===== src/rtl/multi_input_adder_tree.sv =====
// Pipelined signed adder tree: sums NUM_INPUT samples per beat through
// max(1, clog2(NUM_INPUT)) register levels, with a valid tag, clock enable,
// asynchronous reset and optional saturating or wrapping output narrowing.
module multi_input_adder_tree #(
    parameter int NUM_INPUT     = 2,
    parameter int DATA_WIDTH_IN = 16,
    parameter int OUT_WIDTH     = 0,
    parameter int SATURATE      = 1
) (
    input  logic                            clk,
    input  logic                            rst,
    input  logic                            ena,
    input  logic                            din_valid,
    input  logic signed [DATA_WIDTH_IN-1:0] din [NUM_INPUT],
    output logic                            dout_valid,
    output logic signed [((OUT_WIDTH == 0) ? (DATA_WIDTH_IN + $clog2(NUM_INPUT)) : OUT_WIDTH)-1:0] dout,
    output logic                            ovf
);

    localparam int FULL_W = DATA_WIDTH_IN + $clog2(NUM_INPUT);
    localparam int OW     = (OUT_WIDTH == 0) ? FULL_W : OUT_WIDTH;
    localparam int LEVELS = (NUM_INPUT > 1) ? $clog2(NUM_INPUT) : 1;

    // Number of partial sums held at tree level k (level 0 is din).
    function automatic int lvl_cnt(input int k);
        return (NUM_INPUT + (1 << k) - 1) >> k;
    endfunction

    // Narrow the full-precision sum to OW bits. Overflow means the bits above
    // the OW-bit sign position are not a pure sign extension; in saturating
    // mode the result is then clamped to the limit matching the sum's sign.
    function automatic logic [OW:0] narrow_sum(input logic signed [FULL_W-1:0] s);
        logic [FULL_W-OW:0] top;
        logic [OW-1:0]      res;
        logic [OW-1:0]      lim;
        logic               o;
        top = s[FULL_W-1:OW-1];
        o   = ~((&top) | ~(|top));
        res = s[OW-1:0];
        lim = '0;
        if ((SATURATE != 0) && o) begin
            lim[OW-1] = 1'b1;
            if (!s[FULL_W-1]) begin
                lim = ~lim;
            end
            res = lim;
        end
        return {o, res};
    endfunction

    // Every level is viewed sign-extended to FULL_W so the next level can pick
    // its operands uniformly; each level's registers keep only its own width.
    logic signed [FULL_W-1:0] view [LEVELS][NUM_INPUT];

    genvar k, j;

    for (j = 0; j < NUM_INPUT; j++) begin : g_in
        assign view[0][j] = FULL_W'(din[j]);
    end

    for (k = 1; k < LEVELS; k++) begin : g_lvl
        localparam int CNT  = lvl_cnt(k);
        localparam int PCNT = lvl_cnt(k - 1);
        localparam int LW   = DATA_WIDTH_IN + k;

        logic signed [LW-1:0] sum_d [CNT];
        logic signed [LW-1:0] sum_q [CNT];

        for (j = 0; j < CNT; j++) begin : g_node
            if (2 * j + 1 < PCNT) begin : g_add
                assign sum_d[j] = LW'(view[k-1][2*j]) + LW'(view[k-1][2*j+1]);
            end else begin : g_pass
                // Odd element count: the last element is carried forward alone.
                assign sum_d[j] = LW'(view[k-1][2*j]);
            end
            assign view[k][j] = FULL_W'(sum_q[j]);
        end

        for (j = CNT; j < NUM_INPUT; j++) begin : g_unused
            assign view[k][j] = '0;
        end

        // Partial-sum register for this tree level.
        always_ff @(posedge clk or posedge rst) begin
            if (rst) begin
                for (int i = 0; i < CNT; i++) sum_q[i] <= '0;
            end else if (ena) begin
                for (int i = 0; i < CNT; i++) sum_q[i] <= sum_d[i];
            end
        end
    end

    // Final stage: the last level holds at most two operands.
    logic signed [FULL_W-1:0] full_sum;
    if (lvl_cnt(LEVELS - 1) > 1) begin : g_final_add
        assign full_sum = view[LEVELS-1][0] + view[LEVELS-1][1];
    end else begin : g_final_pass
        assign full_sum = view[LEVELS-1][0];
    end

    logic [OW:0]          narrow_d;
    logic signed [OW-1:0] dout_q;
    logic                 ovf_q;
    logic [LEVELS-1:0]    vld_q;

    assign narrow_d = narrow_sum(full_sum);

    // Output register: narrowed sum and its overflow flag load together.
    always_ff @(posedge clk or posedge rst) begin
        if (rst) begin
            dout_q <= '0;
            ovf_q  <= 1'b0;
        end else if (ena) begin
            dout_q <= narrow_d[OW-1:0];
            ovf_q  <= narrow_d[OW];
        end
    end

    // Valid shift register, one bit per tree level, moving with the data.
    always_ff @(posedge clk or posedge rst) begin
        if (rst) begin
            vld_q <= '0;
        end else if (ena) begin
            vld_q[0] <= din_valid;
            for (int i = 1; i < LEVELS; i++) vld_q[i] <= vld_q[i-1];
        end
    end

    assign dout       = dout_q;
    assign ovf        = ovf_q;
    assign dout_valid = vld_q[LEVELS-1];

endmodule


===== config.mk =====
export PLATFORM = sky130hd
export DESIGN_NAME = multi_input_adder_tree
export DESIGN_NICKNAME = d
export VERILOG_FILES = /design/src/rtl/multi_input_adder_tree.sv
export SDC_FILE = /design/constraint.sdc
export NUM_CORES = 1
export LEC_CHECK = 0
export ABC_AREA = 1
export BUFFER_PORTS_ARGS = -buffer_cell sky130_fd_sc_hd__buf_2
export CAP_MARGIN = 0
export CELL_PAD_IN_SITES_DETAIL_PLACEMENT = 0
export CELL_PAD_IN_SITES_GLOBAL_PLACEMENT = 2
export CORE_MARGIN = 2
export CORE_UTILIZATION = 27
export DETAILED_ROUTE_END_ITERATION = 6
export PLACE_DENSITY_LB_ADDON = 0.1
export SETUP_SLACK_MARGIN = 0.1
export SYNTH_ARGS = -nofsm -noshare
export SYNTH_HDL_FRONTEND = slang
export SYNTH_SLANG_ARGS = --single-unit
export TNS_END_PERCENT = 1

===== constraint.sdc =====
create_clock -name clk -period 2.1 [get_ports clk]
set_clock_uncertainty 0.15 [all_clocks]
set_input_delay 0.42 -clock clk [delete_from_list [all_inputs] [get_ports clk]]
set_output_delay 0.42 -clock clk [all_outputs]
set_load 0.02 [all_outputs]

# --- Word level (Yosys, flattened, before mapping) ---
# Cells that the tools add are included.
totals:
  regBits: 18
  in_bits: 36
  output_inout_bits: 19
  wordCells: 3
classes:
  addsub: 1
ops:
  columns: ["operator", "n"]
  rows:
  - ["16-bit by 16-bit adder with 17-bit output", 1]

# --- Depth between registers and ports, before layout ---
depth:
  ltp_word: 1
  depth_mapped: 11
  mapped_depth_nobuf: 11

# --- Worst setup path before layout ---
# OpenSTA, ideal clock, no wires.
synth_timing:
  kind: "input to register"
  startpoint: "input din[0] in the netlist's numbering"
  endpoint: "register dout_q[6] (netlist: dout[6])"
  arrival_time_ns: 1.584
  required_time_ns: 1.833
  setup_slack_ns: 0.249
  cell_stages: 9
  path_buffers: 0
  path_cell_list: "ha_1 > fa_1 > nand2_1 > nand2_1 > nand3_1 > nand2_1 > or2_0 > nand3_1 > nand2_1"
synth_between:
  elab_chain_cells: 1
synth_lines:
  columns: ["element", "line", "rtl"]
  rows:
  - ["start: declaration", "14", "input logic signed [DATA_WIDTH_IN-1:0] din [NUM_INPUT],"]
  - ["16-bit by 16-bit adder with 17-bit output", "96", "assign full_sum = view[LEVELS-1][0] + view[LEVELS-1][1];"]
  - ["end signal: assignment", "114", "dout_q <= narrow_d[OW-1:0];"]
  - ["end: declaration", "102", "logic signed [OW-1:0] dout_q;"]
# No other way between the ends.
# A chain may end at the register's enable or synchronous reset.

# --- Worst setup path after layout ---
layout_timing:
  startpoint: "input din[0] in the netlist's numbering"
  endpoint: "register dout_q[12] (netlist: dout[12])"
# The elaborated chain is that of the path after synthesis.

==> results.md <==
- Status: completed
- Grt met2 use: 0.2540
- Post-Syn Instances: 269
- Antenna-violating nets left: 0
- Reg area: 450.4 um^2
- Sequential area share after synthesis: 0.2713
- Largest net degree at the start of global routing: 19
- Kind of critical path: in -> reg
- Worst hold slack: 117.5 ps
- F_max: 0.5488 GHz
- Number of flops mapped to enable cells by yosys: 0
- Worst-path clk slew: 70 ps
- Layout cells sized above 1: 0.2062
- CP Capture Type: register
- PwrDens: 587.3 nW/um^2
- DR vias: 1713
- TritonCTS clock tree: built
- Cell accounting for the most synthesized area: dfrtp_1
- Leakage: 0.001303 uW
- CTS sink cnt: 18
- Slew HR: 0.5315
- Final hold violation count: 0
- Full die area: 6793 um^2
- YS warnings: 0
- Predominant post-synthesis flop cell: dfrtp_1
- CTS H-tree depth: 1
- Synthesis-to-finish area growth: 25.09%
- Avg WL per Cell: 10.77 um
- Util after Layout: 0.3508
- Fill cells: 697
- Final net count: 379
- Die width: 82.42 um
- # diodes: 0
- Final period util: 0.8677
- Total GRT Usage: 0.1380
- Least-Margin Pin Slew: 701.9 ps
- Std cell rows: 28
- Critical path required time: 2100 ps
- Met1 usage: 0.1738
- Max VDD drop: 0.2813 mV
- Top Usage Layer GRT: met2
- Clk buf depth: 2
- Starting DRT DRC Count: 86
- MaxCap Viol Count: 0
- Slack of the critical path: 277.8 ps
- Pre-antenna DRT Iters: 4
- Final Max Slew Viols: 0
- Ports: 55
- Max FO, Critical Path: 4
- Setup TNS: 0 ps
- Post-detail-place hpwl: 3.673 mm
- Floorplan Core Area: 5921 um^2
- Crit path time final: 1822 ps
- Register-to-Register Path Depth: 2
- Hold crit path type: in -> async
- Setup-failing EPs final: 0
- Gpl congestion: 0.7329
- Vias/cell: 4.283
- PortBufs: 53
- Synth area leaders: dfrtp_1 27%, nand2_1 27%, ha_1 12%
- Initial antenna violation count: 0
- Post-synthesis cell type count: 23
- Top cells by count, synth: 120 x nand2_1, 46 x inv_1, 21 x nand3_1
- Global-route track usage on met3: 0.02174
- DR DRC count: 0
- Total wire length: 4.308 mm
- Starting Density: 0.2804
- Clk Latency, worst-skew pair: 250 ps
- CP arrival: 1820 ps
- #FFs+latches synth: 18
- Vias in the first global route: 1655
- Post-Syn Area: 1660 um^2
- Pre-CTS setup slack: 9.746 ps
- Hold_buf cts: 0
- Area occupied by multi-input gates: 1010 um^2
- Resize count post-CTS: 0
- Root buffer cell: clkbuf_8
- Mean Syn Cell Area: 6.172 um^2
- Number of buffers created by CTS: 3
- Worst setup SP type: primary input
- Syn Nets: 322
- Post-CTS setup buffers: 0
- Global-route wire length before repair: 7.300 mm
- RSZ-0062 raised after global routing: no
- Post-synthesis async set-or-reset flop share: 1.000
- Final global-route overflow total: 0
- Most frequently used cell type in the post-synthesis netlist: nand2_1
- Die height: 82.42 um
- Share of the synthesized area in the top cell type: 0.2713
==> layout make-up <==
type                       count  area share
multi-input combinational    200      0.4861
clock buffer                   4     0.02651
tap                           75     0.04518
inverter                      46     0.08313
sequential                    18      0.2169
timing repair buffer          57      0.1422
==> per-layer routing <==
| metal | vias to the layer above | wire length [um] |
|---|---|---|
| li1 | 925 | - |
| met4 | 0 | 21 |
| met5 | - | 0 |
| met1 | 757 | 1957 |
| met2 | 29 | 2185 |
| met3 | 2 | 143 |
==> cells in the final DEF, fill, tap and decap left out <==
master and n:
nand2_1 120, buf_2 53, inv_1 46, nand3_1 21, dfrtp_1 18, ha_1 16
a21oi_1 9, nor2_1 9, nand2_2 4, clkbuf_8 4, buf_4 4, o21ai_0 3
or2_0 3, or2_1 2, nor3_2 2, and2_1 2, nand3b_1 2, nor3_1 2
xor2_1 1, o21ai_1 1, xnor2_1 1, fa_1 1, conb_1 1
==> path summary, 6_finish.rpt <==
path / from / end / slack, ps
hold / removal: rst / dout[10]$_DFFE_PP0P_ / 120
hold reg to reg: dout[0]$_DFFE_PP0P_ / dout[0]$_DFFE_PP0P_ / 320
setup reg to reg: dout[2]$_DFFE_PP0P_ / dout[2]$_DFFE_PP0P_ / 1310
max in group asynchronous: rst / dout[1]$_DFFE_PP0P_ / 1240
setup / recovery: din[0] / dout[12]$_DFFE_PP0P_ / 280
min in group clk: din_valid / dout_valid$_DFFE_PP0P_ / 220
==> report_power, final <==
| part | leakage, uW | switching [uW] | internal, uW | total [uW] |
|---|---|---|---|---|
| Sequential | 0.000217 | 31.4 | 402 | 433 |
| Combinational | 0.00106 | 317 | 186 | 503 |
| Clock | 0.0000288 | 117 | 166 | 284 |
| Total | 0.00130 | 466 | 754 | 1220 |
==> metrics by stage <==
step	total power (uW)	area (um^2)	cells
floorplan	778.9	1660	269
detailed placement	954.3	2022	396
global placement	952.9	2022	396
global route	1333	2077	400
CTS	1237	2077	400
finish	1220	2077	400
==> sequential cells by signal, indices dropped and copies added, names as in the netlist <==
name and cells:
dout_valid 1, dout 17
==> critical path, cell delays in order <==
cell,delay [ps]
buf_2,100
ha_1,210
fa_1,380
nand2_1,100
nand2_1,80
nand3_1,90
nand2_1,120
nand2_1,110
nand3_1,70
nand3_1,80
nand2_1,50
==> cell families after synthesis <==
| kind of cell | Yosys count | synth area share |
|---|---|---|
| compound gates | 13 | 0.03918 |
| xor+xnor | 2 | 0.01055 |
| fa+ha+maj | 17 | 0.1326 |
| buf+inv | 51 | 0.1206 |
| flops | 18 | 0.2713 |
| other cells | 1 | 0.002259 |
| simple gates | 167 | 0.4235 |
Note: power is estimated with default switching activity, not from simulation.
